## src/rtl/id_stage_pipe_if.sv

```systemverilog
// IF -> ID -> EX handshake and decoded-field bundle for id_stage_pipe.
// The slave modport is the decode stage's view; master is the view of the
// environment that feeds instructions and consumes decoded fields.
interface id_stage_pipe_if #(
    parameter int unsigned INSTR_W = 16,
    parameter int unsigned OPC_W   = 4,
    parameter int unsigned REG_W   = 2
);
    localparam int unsigned IMM_W = INSTR_W - OPC_W - 3 * REG_W;

    logic               in_valid;
    logic               in_ready;
    logic [INSTR_W-1:0] instr;
    logic               out_valid;
    logic               out_ready;
    logic [OPC_W-1:0]   opcode;
    logic [REG_W-1:0]   rs1;
    logic [REG_W-1:0]   rs2;
    logic [REG_W-1:0]   rd;
    logic [IMM_W-1:0]   imm;

    modport master (
        output in_valid, instr, out_ready,
        input  in_ready, out_valid, opcode, rs1, rs2, rd, imm
    );

    modport slave (
        input  in_valid, instr, out_ready,
        output in_ready, out_valid, opcode, rs1, rs2, rd, imm
    );
endinterface

```

## src/rtl/id_stage_pipe.sv

```systemverilog
// Registered instruction-decode stage between IF and EX.
// Splits an instruction into opcode/rs1/rs2/rd/imm, holds the result in an
// ID/EX register with valid/ready on both sides, supports a synchronous
// flush and counts instructions handed to EX.
// Optional feature macro: ID_HAZARD_STALL_EN enables a RAW interlock against
// the destination register of the instruction currently in EX.
// IMM_W = INSTR_W - OPC_W - 3*REG_W must be at least 1.
module id_stage_pipe #(
    parameter int unsigned INSTR_W = 16,
    parameter int unsigned OPC_W   = 4,
    parameter int unsigned REG_W   = 2,
    parameter int unsigned CNT_W   = 16
) (
    input  logic                clk,
    input  logic                rst,
    input  logic                flush,
    id_stage_pipe_if.slave      bus,
    input  logic [REG_W-1:0]    ex_rd,
    input  logic                ex_wr_en,
    output logic                hazard_stall,
    output logic [CNT_W-1:0]    dec_count
);

    localparam int unsigned IMM_W   = INSTR_W - OPC_W - 3 * REG_W;
    localparam int unsigned OPC_LSB = INSTR_W - OPC_W;
    localparam int unsigned RS1_LSB = OPC_LSB - REG_W;
    localparam int unsigned RS2_LSB = RS1_LSB - REG_W;
    localparam int unsigned RD_LSB  = RS2_LSB - REG_W;

    typedef struct packed {
        logic [OPC_W-1:0] opcode;
        logic [REG_W-1:0] rs1;
        logic [REG_W-1:0] rs2;
        logic [REG_W-1:0] rd;
        logic [IMM_W-1:0] imm;
    } fields_t;

    fields_t dec_c;
    fields_t fields_q;
    logic    out_valid_q;
    logic    load_c;
    logic    xfer_c;

    // Field extraction from the instruction currently offered by IF
    always_comb begin
        dec_c        = '0;
        dec_c.opcode = bus.instr[OPC_LSB +: OPC_W];
        dec_c.rs1    = bus.instr[RS1_LSB +: REG_W];
        dec_c.rs2    = bus.instr[RS2_LSB +: REG_W];
        dec_c.rd     = bus.instr[RD_LSB +: REG_W];
        dec_c.imm    = bus.instr[IMM_W-1:0];
    end

`ifdef ID_HAZARD_STALL_EN
    // RAW interlock: incoming source matches the register EX is about to write
    always_comb begin
        hazard_stall = !rst & bus.in_valid & ex_wr_en &
                       ((dec_c.rs1 == ex_rd) | (dec_c.rs2 == ex_rd));
    end
`else
    // Interlock disabled; EX destination inputs are intentionally ignored
    logic unused_ex_inputs;
    assign unused_ex_inputs = ^{ex_rd, ex_wr_en};
    assign hazard_stall     = 1'b0;
`endif

    // Accept when the register is empty or being drained this cycle; a flush
    // still shows ready but suppresses the load, so IF must re-present
    assign bus.in_ready = !rst & !hazard_stall & (!out_valid_q | bus.out_ready);
    assign load_c       = bus.in_valid & bus.in_ready & !flush;
    assign xfer_c       = out_valid_q & bus.out_ready & !flush;

    // ID/EX pipeline register: flush beats load, load beats drain
    always_ff @(posedge clk or posedge rst) begin
        if (rst) begin
            out_valid_q <= 1'b0;
            fields_q    <= '0;
        end else if (flush) begin
            out_valid_q <= 1'b0;
        end else if (load_c) begin
            out_valid_q <= 1'b1;
            fields_q    <= dec_c;
        end else if (bus.out_ready) begin
            out_valid_q <= 1'b0;
        end
    end

    // Retired-decode counter, wraps silently at 2**CNT_W
    always_ff @(posedge clk or posedge rst) begin
        if (rst) begin
            dec_count <= '0;
        end else if (xfer_c) begin
            dec_count <= dec_count + CNT_W'(1);
        end
    end

    assign bus.out_valid = out_valid_q;
    assign bus.opcode    = fields_q.opcode;
    assign bus.rs1       = fields_q.rs1;
    assign bus.rs2       = fields_q.rs2;
    assign bus.rd        = fields_q.rd;
    assign bus.imm       = fields_q.imm;

endmodule

```

## src/flat_wrapper.sv

```systemverilog
// flat-port wrapper written by rule: the top's interface ports become plain ports
module id_stage_pipe_flat 
#(
    parameter int unsigned INSTR_W = 16,
    parameter int unsigned OPC_W   = 4,
    parameter int unsigned REG_W   = 2,
    parameter int unsigned CNT_W   = 16
)
  (clk, rst, flush, ex_rd, ex_wr_en, hazard_stall, dec_count, bus_in_valid, bus_instr, bus_out_ready, bus_in_ready, bus_out_valid, bus_opcode, bus_rs1, bus_rs2, bus_rd, bus_imm);
  id_stage_pipe_if #(.INSTR_W(INSTR_W), .OPC_W(OPC_W), .REG_W(REG_W)) bus_i ();
  input  logic clk;
  input  logic rst;
  input  logic flush;
  input  logic [REG_W-1:0] ex_rd;
  input  logic ex_wr_en;
  output logic hazard_stall;
  output logic [CNT_W-1:0] dec_count;
  input wire logic [$bits(bus_i.in_valid)-1:0] bus_in_valid;
  input wire logic [$bits(bus_i.instr)-1:0] bus_instr;
  input wire logic [$bits(bus_i.out_ready)-1:0] bus_out_ready;
  output wire logic [$bits(bus_i.in_ready)-1:0] bus_in_ready;
  output wire logic [$bits(bus_i.out_valid)-1:0] bus_out_valid;
  output wire logic [$bits(bus_i.opcode)-1:0] bus_opcode;
  output wire logic [$bits(bus_i.rs1)-1:0] bus_rs1;
  output wire logic [$bits(bus_i.rs2)-1:0] bus_rs2;
  output wire logic [$bits(bus_i.rd)-1:0] bus_rd;
  output wire logic [$bits(bus_i.imm)-1:0] bus_imm;
  assign bus_i.in_valid = bus_in_valid;
  assign bus_i.instr = bus_instr;
  assign bus_i.out_ready = bus_out_ready;
  assign bus_in_ready = bus_i.in_ready;
  assign bus_out_valid = bus_i.out_valid;
  assign bus_opcode = bus_i.opcode;
  assign bus_rs1 = bus_i.rs1;
  assign bus_rs2 = bus_i.rs2;
  assign bus_rd = bus_i.rd;
  assign bus_imm = bus_i.imm;
  id_stage_pipe #(.INSTR_W(INSTR_W), .OPC_W(OPC_W), .REG_W(REG_W), .CNT_W(CNT_W)) u_core (.clk(clk), .rst(rst), .flush(flush), .bus(bus_i), .ex_rd(ex_rd), .ex_wr_en(ex_wr_en), .hazard_stall(hazard_stall), .dec_count(dec_count));
endmodule
```

## config.mk

```make
export PLATFORM = sky130hd
export DESIGN_NAME = id_stage_pipe_flat
export DESIGN_NICKNAME = d
export VERILOG_FILES = /design/src/rtl/id_stage_pipe_if.sv /design/src/rtl/id_stage_pipe.sv /design/src/flat_wrapper.sv
export SDC_FILE = /design/constraint.sdc
export NUM_CORES = 1
export LEC_CHECK = 0
export ABC_AREA = 1
export CORE_MARGIN = 1
export CORE_UTILIZATION = 43
export DETAILED_ROUTE_END_ITERATION = 6
export PLACE_DENSITY_LB_ADDON = 0.3
export REMOVE_ABC_BUFFERS = 1
export SLEW_MARGIN = 20
export SYNTH_ARGS = -nofsm -noshare
export SYNTH_HDL_FRONTEND = slang
export SYNTH_SLANG_ARGS = --single-unit
```

## constraint.sdc

```tcl
create_clock -name clk -period 1.3 [get_ports clk]
set_input_delay 0.26 -clock clk [delete_from_list [all_inputs] [get_ports clk]]
set_output_delay 0.26 -clock clk [all_outputs]
set_load 0.005 [all_outputs]
```

### Yosys cells after proc, flatten, opt, wreduce, memory -nomap -nowiden

Index checks and enable logic that the tools add are counted.

| operators by class | value |
|---|---|
| $add $sub $neg | 1 |
| mux-type cells | 3 |
| bitwise gates (word level) | 7 |
| reductions and logical operators | 5 |

Operator list:

| kind | number |
|---|---|
| 16-bit by 1-bit adder with 16-bit output (second input constant) | 1 |
| 1-bit AND | 5 |
| 1-bit zero test | 3 |
| 1-bit two-way mux | 3 |
| 3-bit nonzero test | 1 |
| 2-bit AND reduction | 1 |
| 1-bit inverter | 1 |
| 1-bit OR | 1 |

| word-level totals | value |
|---|---|
| bits in registers | 33 |
| input port bits | 24 |
| output and inout port bits | 35 |
| word-level logic and storage cells | 23 |

### Longest topological paths before layout

| depth | value |
|---|---|
| depth after elaboration | 7 |
| mapped depth | 8 |
| mapped depth without buffers | 8 |

### Least setup slack after synthesis

Ideal clock, no wire load.

| timing | value |
|---|---|
| kind | register to register |
| start | reg u_core.dec_count[1] |
| end | reg u_core.dec_count[10] |
| setup time | 0.117 ns |
| data arrival time | 1.121 ns |
| required time | 1.183 ns |
| setup slack | 0.063 ns |
| stages on the path, launching flop included | 9 |
| buffers on the path | 0 |
| period minus slack after synthesis | 1.237 ns |
| cell sequence | dfrtp_1 > ha_1 > inv_1 > nor2_1 > nand3_1 > inv_1 > nand2_1 > nand2_1 > nand2_1 |

| on the way | value |
|---|---|
| word-level cells in the longest chain between the ends | 1 |

RTL lines:

| item | RTL line | RTL |
|---|---|---|
| start, declared | id_stage_pipe.sv:21 | `output logic [CNT_W-1:0] dec_count` |
| start signal, assigned | id_stage_pipe.sv:93 | `dec_count <= dec_count + CNT_W'(1);` |
| 16-bit by 1-bit adder with 16-bit output | id_stage_pipe.sv:93 |  |

Every way passes these cells.
A chain may end at the register's enable or synchronous reset.

### Worst setup path in the final report

| timing | value |
|---|---|
| start | reg u_core.out_valid_q (netlist: u_core.bus.out_valid) |
| end | reg u_core.fields_q (netlist bit u_core.bus.opcode[0]) |

| on the way | value |
|---|---|
| word-level cells in the longest chain between the ends | 6 |

RTL lines:

| item | RTL line | RTL |
|---|---|---|
| start, declared | id_stage_pipe.sv:40 | `logic out_valid_q;` |
| start signal, assigned | id_stage_pipe.sv:76 | `out_valid_q <= 1'b0;` |
| start signal, assigned | id_stage_pipe.sv:79 | `out_valid_q <= 1'b0;` |
| start signal, assigned | id_stage_pipe.sv:81 | `out_valid_q <= 1'b1;` |
| 1-bit zero test | id_stage_pipe.sv:69 | `assign bus.in_ready = !rst & !hazard_stall & (!out_valid_q \| bus.out_ready);` |
| 1-bit OR | id_stage_pipe.sv:69 |  |
| 1-bit AND | id_stage_pipe.sv:69 |  |
| 1-bit AND (2 in series) | id_stage_pipe.sv:70 | `assign load_c = bus.in_valid & bus.in_ready & !flush;` |
| 2-bit AND reduction (no source line) | - |  |
| end signal, assigned | id_stage_pipe.sv:77 | `fields_q <= '0;` |
| end signal, assigned | id_stage_pipe.sv:82 | `fields_q <= dec_c;` |
| end, declared | id_stage_pipe.sv:39 | `fields_t fields_q;` |

Every way passes these cells.

==> impl_results.md <==
- Worst hold path class: in2async
- Startpoint Class: flop
- Area growth from synthesis to layout: 71.6%
- First-pass GRT wire length: 5.30 mm
- Initial antenna violation count: 0
- Syn. warnings: 0
- Share of cells above drive strength 1: 25.2%
- FF-to-FF setup slack: -0.11 ns
- FF-to-FF Start: u_core.bus.out_valid
- Synthesized area: 1540 sq um
- Max-slew violation count: 0
- Max Cap Violations: 0
- WL per Instance: 11.8 microns
- Nets: 306
- Worst r2r path cells: 8
- Netlist cell types: 20
- CP most frequent cell: buf_6
- Largest net degree at the start of global routing: 34
- Total GRT Usage: 19.7%
- R2r endpoint: u_core.bus.opcode[0]
- Worst EP required: 1.54 ns
- Drt total wl: 3.86 mm
- Crit path capture type: flop
- Critical-path cell list: buf_6 -> a21oi_4 -> buf_4 -> buf_6 -> nand3_4 -> clkbuf_16 -> nand2_1 -> o21ai_1
- FF+latch count, synth: 33
- Bufs and invs on worst path: 4
- Tcrit/Tclk final: 109%
- Unrepaired setup endpoints after global routing: yes
- Final Core Density: 77.7%
- Die footprint: 3810 sq um
- Placed cell count: 295
- Critical Setup Path Class: reg2reg
- Vias in the first global route: 1,300
- Antenna viol nets, final: 0
- IO buf count: 54
- Sequential-to-total area share from yosys stat: 53.8%
- Worst-path fanout max: 8
- Final Setup Violations: 18
- CP peak stage delay: 0.41 ns
- Fin crit period: 1.41 ns
- GR Util met1: 23.0%
- Post-route insts no fill: 328
- Crit path DAT: 1.65 ns
- DRC: 0
- Htree depth: 2
- Vias per inst: 4.61
- Cell family with most CP delay: buffers and inverters
- Initial Util: 45.3%
- Placed wire-length estimate: 2.29 mm
- Failing checks: negative setup slack
- Total congestion overflow: 0
- GPL Wtd Cong: 0.797
- Pre-CTS setup slack: -0.395 ns
- IR Drop Worst-Case VDD: 1020 uV
- Final Hold Vio Count: 0
- Core area: 3390 sq um
- Final Instance Area: 2640 sq um
- DR iter-0 viols: 37
- CTS clk-pin slew, worst paths: 0.12 ns
- Status: complete, but fails checks
- Vias: 1,511
- Die width: 61.8 microns
- TritonCTS clock tree: built
- M3 GR Usage: 6.21%
- Final worst slack: -0.112 ns
- Rows: 21
- Root buffer cell: clkbuf_4
- PD cells: 1090 nW/um^2
- WHS: 0.353 ns
- Clk_lat worst skew: 0.35 ns
- GR Layer Usage met2: 32.6%
- Ports: 59
- # diodes: 0
- Commonest non-fill, non-tap cell in the layout: nand2_1
- Synth Instances: 186
- Most frequent cells in the layout: 55 x nand2_1, 33 x dfrtp_1, 29 x inv_1
- Busiest grt layer: met2
- Clock skew: 0.0105 ns
- Drt pass-1 iters: 4
- Clock sink count: 33
- Crit-path slowest cell: dfrtp_1
- CTS Buf Count: 5
- Placed instance area: 2230 sq um
- Leakage power: 0.00137 uW
- CTS Buffer Depth: 2
- FMAX: 0.708 GHz
- CTS Hold Bufs: 0
- Die Y: 61.8 microns
- Avg Inst Size Synth: 8.25 sq um
## worst min-delay path, stage by stage
cell and delay (ns):
clkdlybuf4s50_1 0.47, inv_1 0.13, buf_12 0.21
## routing by layer
layer	wire, microns	vias up
li1	-	759
met1	1540	699
met2	2040	49
met3	246	4
met4	35	0
met5	0	-
## synthesized netlist by cell type
library cell	count	area, sq um
buf_4	1	7.51
nor2_2	1	6.26
ha_1	1	12.5
o21ai_0	1	5.00
nor2_1	15	56.3
conb_1	1	3.75
xor2_1	4	35.0
a21oi_2	1	8.76
nand3_2	1	10.0
nand2_1	57	214
nand3b_1	2	15.0
nand3_1	8	40.0
o21ai_1	17	85.1
nand2_2	1	6.26
nand4_1	1	6.26
xnor2_1	5	43.8
nor2_4	2	22.5
buf_2	3	15.0
dfrtp_1	33	826
inv_1	31	116
## sequential cells by signal, indices dropped and copies added (netlist names)
name,flops
u_core.bus.out_valid,1
u_core.bus.opcode,4
u_core.bus.imm,6
u_core.dec_count,16
u_core.bus.rs2,2
u_core.bus.rd,2
u_core.bus.rs1,2
## metrics by stage
stage / setup TNS, ns / total power [uW]
finish: -1.10 / 2870
floorplan: -0.353 / 1480
CTS: -0.160 / 2740
global placement: -7.33 / 1930
global route: -2.93 / 3020
detailed placement: -7.95 / 1940
## power by group
part           internal [uW]  total [uW]  switching, uW
combinational            501         834            333
clock                    407         790            383
sequential              1160        1250           86.8
## worst max-delay path by stage
stage               depth (start not counted)  slack [ns]                   end                  from
global placement                            4       -0.39          bus_in_ready         bus_out_ready
finish                                      8       -0.11  u_core.bus.opcode[0]  u_core.bus.out_valid
CTS                                         3       -0.10          bus_in_ready  u_core.bus.out_valid
floorplan                                   4       -0.02     u_core.bus.imm[0]  u_core.bus.out_valid
global route                                8       -0.19  u_core.bus.opcode[0]  u_core.bus.out_valid
detailed placement                          4       -0.39          bus_in_ready         bus_out_ready
## kinds of logic after synthesis
| kind of cell | after synthesis | share of synthesized area [%] |
|---|---|---|
| AND/OR/NAND/NOR | 88 | 24.5 |
| AO/OA/AOI/OAI | 19 | 6.44 |
| flip-flops | 33 | 53.8 |
| buffers and inverters | 35 | 9.05 |
| other | 1 | 0.244 |
| XOR/XNOR | 9 | 5.13 |
| adder cells (fa/ha/maj) | 1 | 0.815 |
## cell type report
class,count,area (sq um)
multi-input combinational,118,663
tap,46,57.6
clock inverter,3,46.3
sequential,33,826
clock buffer,5,37.5
fill,229,754
inverter,31,116
timing repair buffer,92,888
## what timing repair did
action | in CTS | in global routing
setup endpoints to repair | 39 | 48
gates cloned | 0 | 3
buffers inserted | 16 | 7
resized for setup | 56 | 41
pin swaps | 5 | 6
No activity file was read; power rests on OpenSTA's default activity.
